## src/rtl/pkt_nibble_detect.sv

```systemverilog
`default_nettype none
// +--------------------------------------------------------------------------+
// | Module      : pkt_nibble_detect                                          |
// | Description : Sliding-window header hunter for 4-bit command streams.    |
// |               Packs PAY_BYTES payload bytes after each header, with an   |
// |               inter-nibble idle timeout. Optional checksum byte check is |
// |               enabled by defining PKT_NIBBLE_DETECT_CHKSUM_EN.           |
// | Revision    : 1.0 - initial release                                      |
// +--------------------------------------------------------------------------+
module pkt_nibble_detect #(
   parameter int unsigned HDR_LEN     = 4,
   parameter logic [31:0] HDR_PATTERN = 32'h0000_55D5,
   parameter int unsigned PAY_BYTES   = 2,
   parameter int unsigned TIMEOUT_CYC = 1000
) (
   input  logic       clk,
   input  logic       rst,
   input  logic [3:0] din,
   input  logic       din_vld,
   output logic [7:0] dout,
   output logic       dout_vld,
   output logic       sof,
   output logic       eof,
   output logic       err
);

   localparam int unsigned       WIN_W       = 4 * HDR_LEN;
   localparam logic [WIN_W-1:0]  C_PATTERN   = HDR_PATTERN[WIN_W-1:0];
   localparam logic [3:0]        C_HDR_LEN   = 4'(HDR_LEN);
   localparam logic [7:0]        C_LAST_BYTE = 8'(PAY_BYTES - 1);
   localparam logic [15:0]       C_TIMEOUT   = 16'(TIMEOUT_CYC);

`ifdef PKT_NIBBLE_DETECT_CHKSUM_EN
   typedef enum logic [1:0] {
      ST_HUNT    = 2'd0,
      ST_PAYLOAD = 2'd1,
      ST_CSUM    = 2'd2
   } state_t;
`else
   typedef enum logic [1:0] {
      ST_HUNT    = 2'd0,
      ST_PAYLOAD = 2'd1
   } state_t;
`endif

   state_t           state_q, state_d;
   logic [WIN_W-1:0] win_q, win_d;
   logic [3:0]       fill_q, fill_d;
   logic             phase_q, phase_d;
   logic [7:0]       byte_q, byte_d;
   logic [15:0]      idle_q, idle_d;
   logic [7:0]       dout_q, dout_d;
   logic             dout_vld_q, dout_vld_d;
   logic             sof_q, sof_d;
   logic             eof_q, eof_d;
   logic             err_q, err_d;
`ifdef PKT_NIBBLE_DETECT_CHKSUM_EN
   logic [7:0]       sum_q, sum_d;
   logic [3:0]       csum_hi_q, csum_hi_d;
`endif

   logic [WIN_W-1:0] w_win_shift;
   logic [3:0]       w_fill_nxt;
   logic [15:0]      w_idle_inc;
   logic             w_timeout;
   logic [7:0]       w_byte;

   assign w_win_shift = WIN_W'({win_q, din});
   assign w_fill_nxt  = (fill_q == C_HDR_LEN) ? fill_q : fill_q + 4'd1;
   assign w_idle_inc  = (idle_q == 16'hFFFF) ? idle_q : idle_q + 16'd1;
   // A zero timeout value disables the abort entirely.
   assign w_timeout   = (C_TIMEOUT != 16'd0) && (w_idle_inc == C_TIMEOUT);
   assign w_byte      = {dout_q[3:0], din};

   // Next-state and registered-output logic for hunt / payload / checksum.
   always_comb begin
      state_d    = state_q;
      win_d      = win_q;
      fill_d     = fill_q;
      phase_d    = phase_q;
      byte_d     = byte_q;
      idle_d     = 16'd0;
      dout_d     = dout_q;
      dout_vld_d = 1'b0;
      sof_d      = 1'b0;
      eof_d      = 1'b0;
      err_d      = 1'b0;
`ifdef PKT_NIBBLE_DETECT_CHKSUM_EN
      sum_d      = sum_q;
      csum_hi_d  = csum_hi_q;
`endif
      case (state_q)
         ST_HUNT: begin
            if (din_vld) begin
               win_d  = w_win_shift;
               fill_d = w_fill_nxt;
               if ((w_fill_nxt == C_HDR_LEN) && (w_win_shift == C_PATTERN)) begin
                  sof_d   = 1'b1;
                  state_d = ST_PAYLOAD;
                  win_d   = '0;
                  fill_d  = 4'd0;
               end
            end
         end
         ST_PAYLOAD: begin
            if (din_vld) begin
               dout_d  = w_byte;
               phase_d = ~phase_q;
               if (phase_q) begin
                  dout_vld_d = 1'b1;
                  byte_d     = byte_q + 8'd1;
`ifdef PKT_NIBBLE_DETECT_CHKSUM_EN
                  sum_d      = sum_q + w_byte;
`endif
                  if (byte_q == C_LAST_BYTE) begin
                     byte_d  = 8'd0;
                     phase_d = 1'b0;
`ifdef PKT_NIBBLE_DETECT_CHKSUM_EN
                     state_d = ST_CSUM;
`else
                     eof_d   = 1'b1;
                     state_d = ST_HUNT;
`endif
                  end
               end
            end else if (w_timeout) begin
               err_d   = 1'b1;
               state_d = ST_HUNT;
               phase_d = 1'b0;
               byte_d  = 8'd0;
`ifdef PKT_NIBBLE_DETECT_CHKSUM_EN
               sum_d   = 8'd0;
`endif
            end else begin
               idle_d = w_idle_inc;
            end
         end
`ifdef PKT_NIBBLE_DETECT_CHKSUM_EN
         ST_CSUM: begin
            if (din_vld) begin
               phase_d = ~phase_q;
               if (!phase_q) begin
                  csum_hi_d = din;
               end else begin
                  if (sum_q == {csum_hi_q, din}) begin
                     eof_d = 1'b1;
                  end else begin
                     err_d = 1'b1;
                  end
                  state_d = ST_HUNT;
                  phase_d = 1'b0;
                  sum_d   = 8'd0;
               end
            end else if (w_timeout) begin
               err_d   = 1'b1;
               state_d = ST_HUNT;
               phase_d = 1'b0;
               byte_d  = 8'd0;
               sum_d   = 8'd0;
            end else begin
               idle_d = w_idle_inc;
            end
         end
`endif
         default: begin
            state_d = ST_HUNT;
            phase_d = 1'b0;
            byte_d  = 8'd0;
         end
      endcase
   end

   // State, window, counters and outputs; reset returns everything to hunt.
   always_ff @(posedge clk or posedge rst) begin
      if (rst) begin
         state_q    <= ST_HUNT;
         win_q      <= '0;
         fill_q     <= 4'd0;
         phase_q    <= 1'b0;
         byte_q     <= 8'd0;
         idle_q     <= 16'd0;
         dout_q     <= 8'h00;
         dout_vld_q <= 1'b0;
         sof_q      <= 1'b0;
         eof_q      <= 1'b0;
         err_q      <= 1'b0;
`ifdef PKT_NIBBLE_DETECT_CHKSUM_EN
         sum_q      <= 8'd0;
         csum_hi_q  <= 4'd0;
`endif
      end else begin
         state_q    <= state_d;
         win_q      <= win_d;
         fill_q     <= fill_d;
         phase_q    <= phase_d;
         byte_q     <= byte_d;
         idle_q     <= idle_d;
         dout_q     <= dout_d;
         dout_vld_q <= dout_vld_d;
         sof_q      <= sof_d;
         eof_q      <= eof_d;
         err_q      <= err_d;
`ifdef PKT_NIBBLE_DETECT_CHKSUM_EN
         sum_q      <= sum_d;
         csum_hi_q  <= csum_hi_d;
`endif
      end
   end

   assign dout     = dout_q;
   assign dout_vld = dout_vld_q;
   assign sof      = sof_q;
   assign eof      = eof_q;
   assign err      = err_q;

endmodule
`default_nettype wire
```

## config.mk

```make
export PLATFORM = sky130hd
export DESIGN_NAME = pkt_nibble_detect
export DESIGN_NICKNAME = d
export VERILOG_FILES = /design/src/rtl/pkt_nibble_detect.sv
export SDC_FILE = /design/constraint.sdc
export NUM_CORES = 1
export LEC_CHECK = 0
export ABC_AREA = 1
export CAP_MARGIN = 20
export CORE_ASPECT_RATIO = 0.75
export CORE_MARGIN = 2
export CORE_UTILIZATION = 45
export CTS_CLUSTER_DIAMETER = 200
export DETAILED_ROUTE_END_ITERATION = 16
export SLEW_MARGIN = 20
export SYNTH_ARGS = -nofsm -noshare
export SYNTH_HDL_FRONTEND = slang
export SYNTH_SLANG_ARGS = --single-unit
```

## constraint.sdc

```tcl
create_clock -name clk -period 2.9 [get_ports clk]
set_clock_uncertainty 0.05 [all_clocks]
set_input_delay 0.58 -clock clk [delete_from_list [all_inputs] [get_ports clk]]
set_output_delay 0.58 -clock clk [all_outputs]
set_load 0.005 [all_outputs]
```

==> implementation parameters <==
Parameter                              Value

Outcome
  Status ... complete, no violations

Final layout
  Number of fill cells in the layout ... around 640
  Area occupied by registers ... between 0.001 and 0.0015 mm2
  Layout cells sized above 1 ... 0.07963
  Signed area change from the synthesized netlist to the final layout ... 12.40%
  Total number of nets in the final design ... around 440
  Multi-input logic area ... ~0.0014 mm2
  Antenna diode count ... 0

Die
  Row count ... 25
  Area of the die ... roughly 0.0074 mm2
  Count of boundary I/O pins ... 19
  Initial core utilization ... 0.4714
  Horiz. Die Dim ... 98.41 um
  Area of the core ... 0.006381 mm2
  Die height ... about 75 um

Clock tree
  CTS tree ... done
  Post-CTS Setup Repair Bufs ... 0
  Hold bufs inserted after CTS ... 0
  Clock Pin Slew Worst Setup and Hold Paths ... ~0.1 ns
  Inserted Clock Buffers ... 5
  # H-tree levels ... 2
  Maximum root-to-sink buffer count ... 2
  Worst-Skew Late Latency ... between 0.3 and 0.4 ns
  Count of instances resized after the clock tree is built ... 0
  Sink Count ... 54
  Clock tree root buffer cell ... sky130_fd_sc_hd__clkbuf_8

Timing
  Count of final max-slew check failures ... 0
  Fraction of the cycle the final worst path needs ... 0.8158
  Fin. Hold Viols ... 0
  Worst Setup Slack, final ... approximately 0.53 ns
  Sum of negative setup slack ... 0 ns
  Setup repair after global routing missed its margin ... false
  Maximum operating frequency ... 0.4227 GHz
  Min Tclk post-route ... 2.366 ns
  Max-Slew Margin vs Limit ... 0.6788
  Slew at the pin closest to its max-slew limit ... ~0.48 ns
  Setup-failing EPs final ... 0

Placement
  Gpl congestion ... ~0.96
  Worst Setup Slack post-DPL ... about 0.59 ns
  Post-detail-place hpwl ... 5117 um
  # port buffers ... 18

GRT
  Total global routing track utilization ... 0.1983
  Vias in the first global route ... approximately 2300
  Wire length of the first global-routing pass ... between 10000 and 15000 um
  Global route overflow ... 0
  Largest net degree at the start of global routing ... 36
  Initial antenna violation count ... 0

Logic synthesis
  Biggest area consumer among synthesized cells ... sky130_fd_sc_hd__dfrtp_1
  Mean area per synthesized cell ... around 7.4 um2
  Top post-synthesis cells by area ... sky130_fd_sc_hd__dfrtp_1 45%, sky130_fd_sc_hd__nand2_1 14%, sky130_fd_sc_hd__nor2_1 7.1%
  Count of flip-flops with a built-in enable after synthesis ... 0
  Number of distinct standard cells referenced by the synthesized netlist ... 30
  Number of warning messages in the yosys log ... 0
  Flip-flop cell with the highest count after synthesis ... sky130_fd_sc_hd__dfrtp_1
  Synth Cell Area ... approximately 0.0030 mm2
  Sequential area share after synthesis ... 0.4493
  Proportion of synthesized flip-flops having asynchronous set or reset ... 1.000
  Top cell type's share of synthesized area ... 0.4493
  Synthesized flop and latch total ... 54
  Net count after synthesis ... around 420
  Cell types with the highest counts after synthesis ... 110 x sky130_fd_sc_hd__nand2_1, 57 x sky130_fd_sc_hd__nor2_1, 54 x sky130_fd_sc_hd__dfrtp_1
  Post-synthesis cell count ... around 400
  Top-count cell post-synth ... sky130_fd_sc_hd__nand2_1

Power and ir drop
  Fraction of power spent switching nets ... 0.2808
  Total power of the final layout ... between 1 and 1.5 mW
  Peak ir drop on the vdd network ... between 0.3 and 0.4 mV
  Proportion of power drawn by combinational gates ... 0.139
  Internal Power ... about 1.0 mW
  P_leak ... 1.572 nW
  Sequential power share ... 0.571
  Fraction of power consumed by the clock network ... 0.290
  Power density over the cells ... ~430 mW/mm2
  Total net switching power ... slightly above 0.4 mW

Worst setup path
  Origin of the critical flop-to-flop path ... idle_q[0]
  Minimum setup slack among reg-to-reg paths ... 0.53 ns
  First element of the critical path ... idle_q[0]
  Number of cells on the worst reg-to-reg path ... 13
  Arrival time of data at the critical path endpoint ... around 2.5 ns
  Type of the worst setup path ... flip-flop to flip-flop
  Startpoint types ... flip-flop
  CP Max Fanout ... 15
  Endpoint of the most critical setup path ... idle_q[9]
  Reg2reg end ... idle_q[9]
  Endpoint kind of the worst setup timing path ... flip-flop
  Required @ worst endpoint ... about 3.1 ns

Routing
  DRT Pass-1 Iters ... 5
  First DRT Iteration DRCs ... about 250
  DRC violations left ... 0
  Routed vias/inst ... between 5 and 6
  Via total after detailed routing ... 2570
  Final Routed Wirelength ... ~6800 um
  Average wire length per cell after detail routing ... 13.35 um
  Number of nets with antenna violations after detailed routing ... 0

Worst hold path
  Worst Hold Depth ... 2
  Class of the worst hold path ... flip-flop to flip-flop

Run
  MaxCap Viol Count ... 0
## sequential cells by signal, summed over array words and instances (netlist names)
name,cells
byte_q,8
dout,8
dout_vld,1
eof,1
err,1
fill_q,4
idle_q,16
phase_q,1
sof,1
state_q,1
win_q,12
## kinds of logic (layout without fill, tap and decap cells)
logic type	Yosys count	count (layout)	share of synthesized area
AO/OA/AOI/OAI	35	35	0.06073
buffers and inverters	60	83	0.08028
multiplexers	3	3	0.01123
flip-flops	54	54	0.4493
adder cells (fa/ha/maj)	5	5	0.02080
AND/OR/NAND/NOR	241	241	0.3602
XOR/XNOR	6	6	0.01747
## final cells by class
class	instances	share of cell area
clock inverters	3	0.006292
well taps	81	0.02998
inverters	53	0.05922
clock buffers	5	0.02036
repair buffers	22	0.06588
multi-input cells	290	0.4186
flip-flops and latches	54	0.3997
## metrics by stage
step,hold WS (ns),instances,area (um2),util
2_1_floorplan,0.3997,404,3008,-
3_3_place_gp,0.4197,500,3291,0.5157
3_5_place_dp,0.4270,500,3291,0.5157
4_1_cts,0.4533,508,3381,0.5298
5_1_grt,0.4897,508,3381,0.5298
6_report,0.4444,508,3381,0.5298
## metal layers
metal  global-route usage  up-vias  wire, um
li1                     -     1328         -
met1               0.3219     1164      3707
met2               0.2661       74      2665
met3              0.04828        4       364
met4              0.03653        0        44
met5                    0        -         0
## worst max-delay path, stage by stage, from the launching register on
cell and delay (ns):
sky130_fd_sc_hd__dfrtp_1 0.46, sky130_fd_sc_hd__ha_1 0.31, sky130_fd_sc_hd__nand2_2 0.10, sky130_fd_sc_hd__nor2_4 0.11, sky130_fd_sc_hd__nand2_2 0.11, sky130_fd_sc_hd__clkinv_2 0.10
sky130_fd_sc_hd__nand2_4 0.12, sky130_fd_sc_hd__nand3_1 0.15, sky130_fd_sc_hd__inv_1 0.07, sky130_fd_sc_hd__nand2_1 0.07, sky130_fd_sc_hd__nor2_1 0.04, sky130_fd_sc_hd__nand3_1 0.10
sky130_fd_sc_hd__nand3_2 0.27, sky130_fd_sc_hd__a21oi_1 0.23
## worst min-delay path by stage
stage	startpoint	endpoint	slack (ns)
after floorplan	win_q[10]	win_q[10]	0.40
after global placement	dout[5]	dout[5]	0.42
after detailed placement	dout[5]	dout[5]	0.43
after CTS	dout[5]	dout[5]	0.45
after global routing	win_q[11]	win_q[11]	0.49
final	dout[5]	dout[5]	0.44
## placed cells by master (no fill, tap or decap)
master,synthesis,routed
sky130_fd_sc_hd__xnor2_1,1,1
sky130_fd_sc_hd__nor2_1,57,57
sky130_fd_sc_hd__clkinv_1,2,2
sky130_fd_sc_hd__nand2_4,2,2
sky130_fd_sc_hd__xor2_1,5,5
sky130_fd_sc_hd__clkinvlp_4,0,1
sky130_fd_sc_hd__clkdlybuf4s50_1,0,18
sky130_fd_sc_hd__clkinv_2,1,2
sky130_fd_sc_hd__nor3_1,3,3
sky130_fd_sc_hd__a21oi_1,13,13
sky130_fd_sc_hd__nand3_1,37,37
sky130_fd_sc_hd__nand4_1,12,12
sky130_fd_sc_hd__inv_1,48,47
sky130_fd_sc_hd__o21ai_1,1,1
sky130_fd_sc_hd__nor4_1,3,3
sky130_fd_sc_hd__o21ai_0,18,18
sky130_fd_sc_hd__nand3_4,1,1
sky130_fd_sc_hd__nand2_1,110,110
sky130_fd_sc_hd__nor2_2,3,3
sky130_fd_sc_hd__nor2b_1,1,1
sky130_fd_sc_hd__nand3_2,2,2
sky130_fd_sc_hd__inv_2,2,3
sky130_fd_sc_hd__dfrtp_1,54,54
sky130_fd_sc_hd__mux2_2,3,3
sky130_fd_sc_hd__nor2_4,2,2
sky130_fd_sc_hd__ha_1,5,5
sky130_fd_sc_hd__nand2_2,5,5
sky130_fd_sc_hd__nand3b_1,2,2
sky130_fd_sc_hd__clkbuf_8,0,5
sky130_fd_sc_hd__buf_12,0,1
sky130_fd_sc_hd__clkinv_4,0,1
sky130_fd_sc_hd__nor4b_1,1,1
sky130_fd_sc_hd__o21bai_1,3,3
sky130_fd_sc_hd__buf_4,0,3
## power by group through the flow
stage	Clock [mW]	Combinational [mW]	Sequential (mW)
2_1_floorplan	0	0.150	0.839
3_5_place_dp	0	0.205	0.848
5_1_grt	0.476	0.244	0.844
6_report	0.423	0.203	0.833
3_3_place_gp	0	0.203	0.847
4_1_cts	0.444	0.207	0.833
(Power assumes the default switching activity.)
